===== config.mk =====
export PLATFORM = sky130hd
export DESIGN_NAME = nibble_serializer_16_to_4_flat
export DESIGN_NICKNAME = d
export VERILOG_FILES = /design/src/rtl/nibble_serializer_16_to_4_if.sv /design/src/rtl/nibble_serializer_16_to_4.sv /design/src/flat_wrapper.sv
export SDC_FILE = /design/constraint.sdc
export NUM_CORES = 1
export LEC_CHECK = 0
export CORE_MARGIN = 4
export CORE_UTILIZATION = 35
export DETAILED_ROUTE_END_ITERATION = 8
export HOLD_SLACK_MARGIN = 0.08
export PLACE_DENSITY_LB_ADDON = 0.05
export SYNTH_ARGS = -nofsm -noshare
export SYNTH_HDL_FRONTEND = slang
export SYNTH_SLANG_ARGS = --single-unit

===== constraint.sdc =====
create_clock -name clk -period 2.9 [get_ports clk]
set_input_delay 0.58 -clock clk [delete_from_list [all_inputs] [get_ports clk]]
set_output_delay 0.58 -clock clk [all_outputs]
set_load 0.02 [all_outputs]

===== src/rtl/nibble_serializer_16_to_4_if.sv =====
// Handshake bundle for the nibble serializer.
//   in_valid/in_ready/in_data      : word input, producer -> serializer
//   out_valid/out_ready            : nibble output handshake, serializer -> consumer
//   out_nibble/out_index/out_last  : current beat payload
//   busy                           : a word is in flight
// modport slave is the serializer's view; modport master is the environment's view.
interface nibble_serializer_16_to_4_if #(
    parameter int unsigned DATA_W  = 16,
    parameter int unsigned NIB_CNT = 4,
    localparam int unsigned IDX_W  = (NIB_CNT > 1) ? $clog2(NIB_CNT) : 1
);
    logic              in_valid;
    logic              in_ready;
    logic [DATA_W-1:0] in_data;
    logic              out_valid;
    logic              out_ready;
    logic [3:0]        out_nibble;
    logic [IDX_W-1:0]  out_index;
    logic              out_last;
    logic              busy;

    modport slave (
        input  in_valid,
        input  in_data,
        input  out_ready,
        output in_ready,
        output out_valid,
        output out_nibble,
        output out_index,
        output out_last,
        output busy
    );

    modport master (
        output in_valid,
        output in_data,
        output out_ready,
        input  in_ready,
        input  out_valid,
        input  out_nibble,
        input  out_index,
        input  out_last,
        input  busy
    );
endinterface


===== src/rtl/nibble_serializer_16_to_4.sv =====
// Serializes a DATA_W-bit word into 4-bit nibbles, LSB nibble first.
//   clk  : rising-edge clock
//   rst  : asynchronous active-high reset
//   bus  : slave modport of nibble_serializer_16_to_4_if
//          - word input over in_valid/in_ready/in_data
//          - nibble output over out_valid/out_ready with out_nibble, out_index, out_last
//          - busy high while a word is in flight
// DATA_W must equal 4*NIB_CNT. With TRIM_ZEROS set, the stream ends as soon as
// every remaining upper nibble is zero (a zero word still emits one beat).
module nibble_serializer_16_to_4 #(
    parameter int unsigned DATA_W     = 16,
    parameter int unsigned NIB_CNT    = 4,
    parameter bit          TRIM_ZEROS = 1'b0
) (
    input logic clk,
    input logic rst,
    nibble_serializer_16_to_4_if.slave bus
);
    localparam int unsigned IDX_W = (NIB_CNT > 1) ? $clog2(NIB_CNT) : 1;

    typedef enum logic {StIdle, StShift} state_e;

    state_e            state_q, state_d;
    logic [DATA_W-1:0] shreg_q, shreg_d;
    logic [IDX_W-1:0]  idx_q, idx_d;

    logic              out_valid;
    logic              last_beat;
    logic              in_xfer;
    logic              out_xfer;
    logic [DATA_W-1:0] upper;

    // Nibbles still to come after the current one.
    assign upper     = shreg_q >> 4;
    assign last_beat = (idx_q == IDX_W'(NIB_CNT - 1)) || (TRIM_ZEROS && (upper == '0));

    assign out_valid = (state_q == StShift);
    assign out_xfer  = out_valid & bus.out_ready;
    // Combinational from out_ready so the next word can load on the last beat.
    assign bus.in_ready = !out_valid || (last_beat && bus.out_ready);
    assign in_xfer      = bus.in_valid & bus.in_ready;

    assign bus.out_valid  = out_valid;
    assign bus.out_nibble = shreg_q[3:0];
    assign bus.out_index  = idx_q;
    assign bus.out_last   = out_valid & last_beat;
    assign bus.busy       = out_valid;

    always_comb begin
        state_d = state_q;
        shreg_d = shreg_q;
        idx_d   = idx_q;
        if (out_xfer) begin
            if (last_beat) begin
                state_d = StIdle;
            end else begin
                shreg_d = shreg_q >> 4;
                idx_d   = idx_q + IDX_W'(1);
            end
        end
        // A load wins over the last-beat return to idle.
        if (in_xfer) begin
            state_d = StShift;
            shreg_d = bus.in_data;
            idx_d   = '0;
        end
    end

    always_ff @(posedge clk or posedge rst) begin
        if (rst) begin
            state_q <= StIdle;
            shreg_q <= '0;
            idx_q   <= '0;
        end else begin
            state_q <= state_d;
            shreg_q <= shreg_d;
            idx_q   <= idx_d;
        end
    end
endmodule


===== src/flat_wrapper.sv =====
// flat-port wrapper written by rule: the top's interface ports become plain ports
module nibble_serializer_16_to_4_flat 
#(
    parameter int unsigned DATA_W     = 16,
    parameter int unsigned NIB_CNT    = 4,
    parameter bit          TRIM_ZEROS = 1'b0
)
  (clk, rst, bus_in_valid, bus_in_data, bus_out_ready, bus_in_ready, bus_out_valid, bus_out_nibble, bus_out_index, bus_out_last, bus_busy);
  nibble_serializer_16_to_4_if #(.DATA_W(DATA_W), .NIB_CNT(NIB_CNT)) bus_i ();
  input logic clk;
  input logic rst;
  input wire logic [$bits(bus_i.in_valid)-1:0] bus_in_valid;
  input wire logic [$bits(bus_i.in_data)-1:0] bus_in_data;
  input wire logic [$bits(bus_i.out_ready)-1:0] bus_out_ready;
  output wire logic [$bits(bus_i.in_ready)-1:0] bus_in_ready;
  output wire logic [$bits(bus_i.out_valid)-1:0] bus_out_valid;
  output wire logic [$bits(bus_i.out_nibble)-1:0] bus_out_nibble;
  output wire logic [$bits(bus_i.out_index)-1:0] bus_out_index;
  output wire logic [$bits(bus_i.out_last)-1:0] bus_out_last;
  output wire logic [$bits(bus_i.busy)-1:0] bus_busy;
  assign bus_i.in_valid = bus_in_valid;
  assign bus_i.in_data = bus_in_data;
  assign bus_i.out_ready = bus_out_ready;
  assign bus_in_ready = bus_i.in_ready;
  assign bus_out_valid = bus_i.out_valid;
  assign bus_out_nibble = bus_i.out_nibble;
  assign bus_out_index = bus_i.out_index;
  assign bus_out_last = bus_i.out_last;
  assign bus_busy = bus_i.busy;
  nibble_serializer_16_to_4 #(.DATA_W(DATA_W), .NIB_CNT(NIB_CNT), .TRIM_ZEROS(TRIM_ZEROS)) u_core (.clk(clk), .rst(rst), .bus(bus_i));
endmodule

# After elaboration in Yosys (flattened, before gate mapping)
# Index checks and enable logic that the tools add are counted.
[word_totals]
ff_bits = 19
output_inout_bits = 10
[op_classes]
add_sub_neg = 1
n_eq_ne = 2
muxes = 9
bitwise = 3
n_reduce_logical = 7
[ops]
columns = ["cell", "count"]
rows = [
  ["16-bit 2-to-1 mux", 3],
  ["2-bit 2-to-1 mux", 3],
  ["2-bit AND reduction", 2],
  ["2-bit nonzero test", 2],
  ["1-bit AND", 3],
  ["1-bit 2-to-1 mux", 3],
  ["2-bit by 1-bit adder with 2-bit output, second input constant", 1],
  ["2-bit equality test, second input constant", 1],
  ["2-bit != test, second input constant", 1],
  ["1-bit logical AND", 1],
  ["1-bit zero test", 1],
  ["1-bit logical OR", 1],
]

# Logic depth before layout (Yosys ltp)
# Gate-level depths: netlist of the first run.
[depth]
word_depth = 6
ltp_mapped = 6
mapped_depth_nobuf = 4

# Worst setup path after synthesis of the first run
# Ideal clock, no wire load.
[synth_path]
path_kind = "register to output"
start = "reg u_core.state_q (netlist: u_core.bus.busy)"
end = "out bus_out_last"
t_arrival_ns = 1.210
required_ns = 2.320
setup_slack_ns = 1.110
path_stages_with_launch = 4
cell_sequence = "dfrtp_1 > buf_2 > buf_2 > and2_1"
[synth_via]
elab_chain_cells = 1
[synth_rtl]
columns = ["element", "line_no", "rtl"]
rows = [
  ["start, declared", "nibble_serializer_16_to_4.sv:23", "state_e state_q, state_d;"],
  ["start signal, assigned", "nibble_serializer_16_to_4.sv:71", "state_q <= StIdle;"],
  ["start signal, assigned", "nibble_serializer_16_to_4.sv:75", "state_q <= state_d;"],
  ["1-bit AND", "nibble_serializer_16_to_4.sv:46", "assign bus.out_last = out_valid & last_beat;"],
  ["end, declared", "flat_wrapper.sv:19", "output wire logic [$bits(bus_i.out_last)-1:0] bus_out_last;"],
]
# Every way passes these cells.

# Final worst setup path of the first run
[layout_path]
start = "reg u_core.state_q (netlist: u_core.bus.busy)"
end = "out bus_busy"
[layout_rtl]
columns = ["element", "line_no", "rtl"]
rows = [
  ["end, declared", "flat_wrapper.sv:20", "output wire logic [$bits(bus_i.busy)-1:0] bus_busy;"],
]
# No word-level cell between the ends.

==> results of run 1 <==
-- layout by cell type (no fill, tap or decap), drive strengths merged --
cell type,instances
and2,1
dfrtp,19
nor2,8
a21oi,1
a222oi,12
nand2,1
o21ai,4
nand2b,1
mux2i,1
a221oi,4
clkbuf,4
ha,1
nor2b,2
o22ai,13
a22o,2
or2,1
buf,3
clkdlybuf4s50,29
a21boi,1
inv,28
-- metal layers --
metal	up-vias	track usage	wire (um)
met5	-	0	0
met4	0	0.0404	21
met3	2	0.0334	135
met2	27	0.200	1140
met1	410	0.164	1110
li1	450	-	-
-- logic make-up (layout without fill, tap and decap cells) --
family                     count (synthesis)  after routing  synth area share
buffers and inverters                     42             64             0.193
AOI/OAI and AO/OA                         37             37             0.292
DFF                                       19             19             0.435
and+or+nand+nor                           14             14            0.0595
adders and majority gates                  1              1            0.0114
muxes                                      1              1           0.00915
-- state kept, by name, indices dropped and copies added, names as in the netlist --
register / count
u_core.bus.busy: 1
u_core.bus.out_index: 2
u_core.shreg_q: 16
-- worst min-delay path by stage --
stage,to,slack (ns),start
after CTS,u_core.shreg_q[1],0.58,u_core.shreg_q[1]
after global routing,u_core.shreg_q[10],0.60,u_core.shreg_q[10]
after global placement,u_core.bus.out_index[1],0.54,u_core.bus.out_index[1]
after floorplan,u_core.bus.busy,0.53,rst
final,u_core.bus.out_index[1],0.57,u_core.bus.out_index[1]
after detailed placement,u_core.bus.out_index[1],0.55,u_core.bus.out_index[1]
-- through the flow --
step / area [um2] / util / hold slack, ns
floorplan: 1090 / - / 0.531
global placement: 1360 / 0.448 / 0.542
detailed placement: 1360 / 0.448 / 0.552
CTS: 1380 / 0.456 / 0.578
global route: 1380 / 0.456 / 0.605
finish: 1380 / 0.456 / 0.572
-- power breakdown --
group / internal, W / leakage [nW] / switching (W)
logic: 0.000277 / 0.418 / 0.000264
registers: 0.000378 / 0.220 / 0.0000948
clock network: 0.0000533 / 0.0150 / 0.0000783
total: 0.000709 / 0.653 / 0.000437
-- cell usage after synthesis --
library cell / n / area (um2)
nor2b_1: 2 / 12.5
ha_1: 1 / 12.5
o22ai_1: 13 / 81.3
inv_1: 28 / 105
dfrtp_1: 19 / 475
buf_4: 7 / 52.6
nand2b_1: 1 / 6.26
nor2_1: 8 / 30.0
a221oi_2: 4 / 60.1
a21boi_2: 1 / 11.3
a21oi_2: 1 / 8.76
o21ai_1: 4 / 20.0
a222oi_1: 12 / 120
buf_6: 3 / 33.8
nand2_1: 1 / 3.75
a22o_1: 2 / 17.5
mux2i_1: 1 / 10.0
buf_2: 4 / 20.0
and2_1: 1 / 6.26
or2_1: 1 / 6.26
-- cell type report --
class	count	area, um2
Fill cell	318	1650
Timing Repair Buffer	32	313
Clock buffer	4	26.3
Inverter	28	105
Tap cell	44	55.1
Multi-Input combinational cell	53	407
Sequential cell	19	475
==> results by stage, run 1 <==
Power and ir drop:
- The total chip power is 0.00115 W.
- The analysis attributes to cell leakage a power of 0.653 nW.
- The largest voltage drop on the vdd net is 284 uV.
- The power density over cell area is 830 nW/um2.

Critical path:
- The startpoint identified for the worst register-to-register timing path is u_core.bus.busy.
- The critical path goes through buf_4, clkdlybuf4s50_1.
- For flop-to-flop paths, the worst setup slack is 1.05 ns.
- The number of cells on the critical path is 2.
- In this run the critical register-to-register path is captured at u_core.shreg_q[0].
- Counting both buffers and inverters, the worst setup path holds a total of 2.
- The required time reported for the critical path endpoint is 2.32 ns.
- In this run the worst path has a maximum fanout of 13.
- For this design, the slowest cell found on the critical path is dfrtp_1.
- The most critical setup path has its endpoint at bus_busy.
- Counting cells, the worst reg-to-reg path comes to 3.
- Data arrives at the worst endpoint at about 1.9 ns.
- The kind of capture point of the worst setup path is a primary output.
- The delay of the slowest cell on the worst path is 0.64 ns.
- The beginning of the critical path is u_core.bus.busy.
- The worst setup path is of the reg -> out kind.
- The cell family contributing the most delay on the critical path is buffers and inverters.
- The startpoint type of the worst setup path is a flip-flop.

Global routing:
- Entering global routing, the biggest net connects 22 pins.
- The sum of overflow across all layers after global routing is 0.
- The via count of the first global-routing pass is roughly 870.
- The total routing usage reported by global routing is 0.126.
- The number of antenna violations at the first check in global routing is 0.
- The first global-routing pass estimated between 4000 and 5000 um of wire.

Routing:
- The count of nets left with antenna violations once routing finished came out at 0.
- The mean routed wirelength per cell is 13.3 um.
- Wires add up to 2400 um.
- The mean number of vias per cell is 4.94.
- The total via count in the routed design is 889.
- The first TritonRoute pass finished after 4 iterations.
- After the first detailed-routing iteration, the DRC count stood at 94.
- After detailed routing, the number of remaining DRC violations is 0.

Floorplanning:
- For this design the top-level I/O count stands at 30.
- In this run the core area contains 20 standard-cell rows.
- In this run the vertical extent of the chip is 63.9 um.
- For this configuration, the core starts out at a cell density of 0.361.
- The die area is 4080 um2.
- The core region is slightly above 3000 um2.
- The overall die width is between 60 and 70 um.

Clock network:
- The number of setup buffers added after CTS is 0.
- After clock tree synthesis, the clock-pin slew on the worst setup and hold paths is 0.11 ns.
- The number of levels the H-tree was split into is 1.
- After clock tree synthesis, the repair step resized 0 gates.
- The number of clock buffers added by TritonCTS is 3.
- The number of hold buffers added after CTS was 0.
- In this run the deepest clock path goes through 2 buffers.
- TritonCTS built the clock tree.
- The tree is rooted in a clkbuf_4.
- Counting every sink on the clock net gives 19.
- The source-to-sink clock delay at the later pin of the worst-skew pair is approximately 0.28 ns.

Logic synthesis:
- The number of synthesized register bits is 19.
- Counting distinct cell types in the post-synthesis netlist gives 20.
- Dividing the synthesized area by the synthesized cell count gives 9.59 um2.
- The portion of the post-synthesis area used by sequential elements is 0.435.
- In this run the cell area of the synthesized design comes to 1090 um2.
- The post-synthesis instance total is ~110.
- For this run, the number of Yosys warnings is 0.
- The number of nets in the synthesized netlist is 135.

STA:
- Once routing completed, OpenROAD measured the worst setup slack at 0.470 ns.
- The maximum clock skew at final layout is 0.000879 ns.
- The total count of hold-check failures in the final report is 0.
- The aggregate negative setup slack is 0 ns.
- In this run the tightest slew margin relative to its limit is 0.412.
- The achievable clock frequency is 411 MHz.
- Setup repair after global routing left no endpoint under its margin.
- The worst path in the final design needs a cycle of 2.43 ns, including I/O delays and setup.
- The final-report max-slew violation count is 0.
- The final critical-path share of the clock period is 0.838.
- At the pin with the least slew margin, the transition time is 0.881 ns.
- The setup violation total in the final timing report is 0.

Place:
- The number of port buffers is 29.
- Routability-driven placement finished with a final weighted congestion of 0.689.
- Counting tap cells, the placed design contains a total of 176 instances.
- Summed over all nets, the half-perimeter wirelength after detailed placement is 1620 um.
- OpenSTA, run right after detailed placement, puts the worst setup slack at ~0.53 ns.

Outcome:
- The run finished with clean final reports.

Layout:
- Excluding fillers, the count of instances in the completed layout stands at 180.
- The share of post-route cells with drive strength above 1 is 0.0882.
- 0 antenna diodes ended up in the layout.
- The number of nets in the finished design is approximately 160.
- Compared with the post-synthesis result, the final layout area differs by 26.3%.

Min path:
- Along the worst hold path, the cell count comes to 1.
- The path class of the tightest hold or removal check is reg -> reg.

Flow run:
- Across the run, the number of max-cap violations was 0.
Note: power is estimated with default switching activity, not from simulation.
==> inputs of run 2 (changes only) <==
==> constraint.sdc (replaced) <==
create_clock -name clk -period 2.5 [get_ports clk]
set_input_delay 0.5 -clock clk [delete_from_list [all_inputs] [get_ports clk]]
set_output_delay 0.5 -clock clk [all_outputs]
set_load 0.02 [all_outputs]
==> run 2 against run 1 <==
  * Sequential cell count unchanged
  * Power up 18%
  * Register-to-register slack worse by 0.44 ns
  * Sequential share of layout area down 0.40 points
  * Clock-buffer cell count down 1
  * Combinational power up 20%
  * Global-route usage up 0.24 points
  * Largest power group unchanged
  * Critical path type unchanged
  * Non-clock buffer count up 2
  * Final area up 1.2%
==> results by stage, run 2 (synthesized netlist as in run 1, its figures left out) <==
Routing:
- The total wire length after detailed routing is 2450 um (+2.0%).
- The number of DRC markers after the initial detailed-route iteration is 71 (-24%).
- The mean routed wirelength per cell is 13.5 um (+0.84%).
- The total via count in the routed design came to 904 (+1.7%).
- The detailed-routing iteration count for the pre-antenna-repair pass is 5 (+1).
- The mean number of vias per cell came to 4.97 (+0.57%).
- The residual DRC count is 0 (unchanged).
- The number of nets with antenna violations after detailed routing is 0 (unchanged).

STA:
- The setup violation total in the final timing report is 0 (unchanged).
- The final-report max-slew violation count is 0 (unchanged).
- The post-layout minimum cycle time is 2.30 ns.
- The measured slew at the worst slew-check pin came to 0.905 ns (+0.0245 ns).
- The maximum clock skew at final layout was 0.00830 ns (+0.00743 ns).
- Dividing the final minimum period by the clock period gives 0.920.
- The worst slew margin relative to its limit was 0.395 (-0.0164).
- The achievable clock frequency is 435 MHz.
- The total count of hold-check failures in the final report is 0 (unchanged).
- The aggregate negative setup slack is 0 ns (unchanged).
- Setup repair after global routing left no endpoint under its margin.

Critical path:
- The register-to-register setup slack is 0.61 ns (-0.44 ns).
- The required time reported for the critical path endpoint was 2.00 ns (-0.32 ns).
- The type of the setup path with the least slack is reg -> out.
- The arrival time of the worst setup path is 1.80 ns (-0.05 ns).
- STA classifies the critical path endpoint as a primary output.
- The delay of the slowest cell on the worst path is 0.53 ns (-0.11 ns).
- The startpoint type of the worst setup path is a flip-flop.
- The largest driver fanout on the critical path is 5 (-8).
- The slowest stage of the critical path belongs to the cell clkdlybuf4s50_1.
- Traced cell by cell, the critical path runs through ha_1, a21boi_2, inv_1, clkdlybuf4s50_1.

Clock network:
- The register clock-pin slew on the reported worst setup and hold paths is 0.12 ns (about the same).
- The number of clock buffers inserted by TritonCTS is 3 (unchanged).
- The clock tree from TritonCTS is yes.
- The number of sinks driven by the clock tree was 19 (unchanged).
- The source-to-sink clock delay at the later pin of the worst-skew pair was 0.30 ns (+0.02 ns).
- The number of setup buffers added after CTS is 0 (unchanged).
- In this run the clock root is driven by a clkbuf_4.
- The worst-case clock buffer depth was 2 (unchanged).
- The number of levels the H-tree was split into is 1 (unchanged).
- The post-cts resize count was 0 (unchanged).
- The count of hold buffers inserted by post-cts repair was 0 (unchanged).

Layout:
- The synthesis-to-layout area growth is 27.8%.
- The number of diodes came to 0 (unchanged).
- The share of post-route cells with drive strength above 1 is 0.109 (+0.0205).
- In the layout the commonest cells are clkdlybuf4s50_1 (29), inv_1 (28), dfrtp_1 (19), o22ai_1 (13), a222oi_1 (12).
- The number of filler instances in the final layout is 305 (-4.1%).
- Ranked by flip-flop count, first place goes to u_core.shreg_q.
- The flip-flop count of the largest register after layout is 16 (unchanged).
- The area of all placed cells without fillers is 1400 um2 (+1.2%).
- The leading cell type in the layout, fill and taps excluded is clkdlybuf4s50_1.
- The number of nets in the finished design was 160 (+1.3%).

Floorplanning:
- The die area is 4080 um2 (unchanged).
- The chip height is 63.9 um (unchanged).
- The number of I/O pins is 30 (unchanged).
- The overall die width is 63.9 um (unchanged).
- The number of standard-cell rows in the floorplan is 20 (unchanged).
- The initial core utilization was 0.361 (unchanged).
- The area of the core is 3030 um2 (unchanged).

Global routing:
- The number of antenna violations at the first check in global routing came to 0 (unchanged).
- The largest net degree at the start of global routing is 22 (unchanged).
- The wire length of the first global-routing pass was 4160 um (+2.9%).
- The sum of overflow across all layers after global routing came to 0 (unchanged).
- The via count of the first global-routing pass is 900 (+3.2%).
- The total routing usage reported by global routing was 0.128 (+0.00241).

Place:
- The placed wire-length estimate after detailed placement is 1630 um (+0.38%).
- The cell area after placement is 1370 um2 (+1.1%).
- The final estimated routing congestion in global placement was 0.706 (+2.4%).
- The number of port buffers was 29 (unchanged).

Outcome:
- The flow ran to the end, and the final reports show no timing, DRC or antenna violations.

Power and ir drop:
- The largest voltage drop on the vdd net is 418 uV (+47%).
- The power density over cell area is 966 nW/um2 (+16%).
- The reported leakage power is 0.665 nW (+1.9%).

Flow run:
- The number of maximum-capacitance violations was 0 (unchanged).

Min path:
- The worst hold path class is reg -> reg.
run 2: cell types whose count changed in the layout (fill, tap and decap cells not counted):
cell      before  now
clkinv_2       0    1
buf_4          3    5
clkbuf_1       1    0
run 2: path summary, 6_finish.rpt:
check                                        startpoint            endpoint  cells past startpoint
worst max-delay path            u_core.bus.out_index[0]        bus_in_ready                      4
worst min-delay path                  u_core.shreg_q[0]   u_core.shreg_q[0]                      2
worst max register to register  u_core.bus.out_index[0]  u_core.shreg_q[11]                      4
max in group asynchronous                           rst   u_core.shreg_q[4]                      2
worst min register to register        u_core.shreg_q[0]   u_core.shreg_q[0]                      2
min in group asynchronous                           rst   u_core.shreg_q[1]                      2
run 2: power breakdown:
group          internal, W  switching, W  total, W
logic             0.000331      0.000316  0.000647
registers         0.000439      0.000108  0.000547
clock network    0.0000595     0.0000968  0.000156
run 2: area by class of cell:
class	count	area (um2)	area share
clock inverter	1	5.00	0.00358
inverter	28	105	0.0752
timing repair buffer	34	328	0.235
sequential	19	475	0.340
multi-input combinational	53	407	0.291
clock buffer	3	22.5	0.0161
tap	44	55.1	0.0394
run 2: through the flow:
stage	hold slack (ns)	total power (W)	std cells	util	setup slack (ns)
after floorplan	0.451	0.00103	114	-	0.790
after global placement	0.543	0.00119	178	0.452	0.284
after detailed placement	0.566	0.00121	178	0.452	0.286
after CTS	0.583	0.00137	182	0.462	0.175
after global routing	0.607	0.00147	182	0.462	0.0639
final	0.576	0.00135	182	0.462	0.199
run 2: worst max-delay path, delay by kind of cell (launching register included):
family	cells	cell delay, ns
buffers and inverters	2	0.58
adder cells (fa/ha/maj)	1	0.28
flip-flops	1	0.44
AO/OA/AOI/OAI	1	0.20
run 2: per-layer routing:
metal	wire (um)	track usage	up-vias
met1	1170	0.168	422
met3	143	0.0228	2
met5	0	0	-
li1	-	-	453
met4	21	0.0566	0
met2	1110	0.204	27
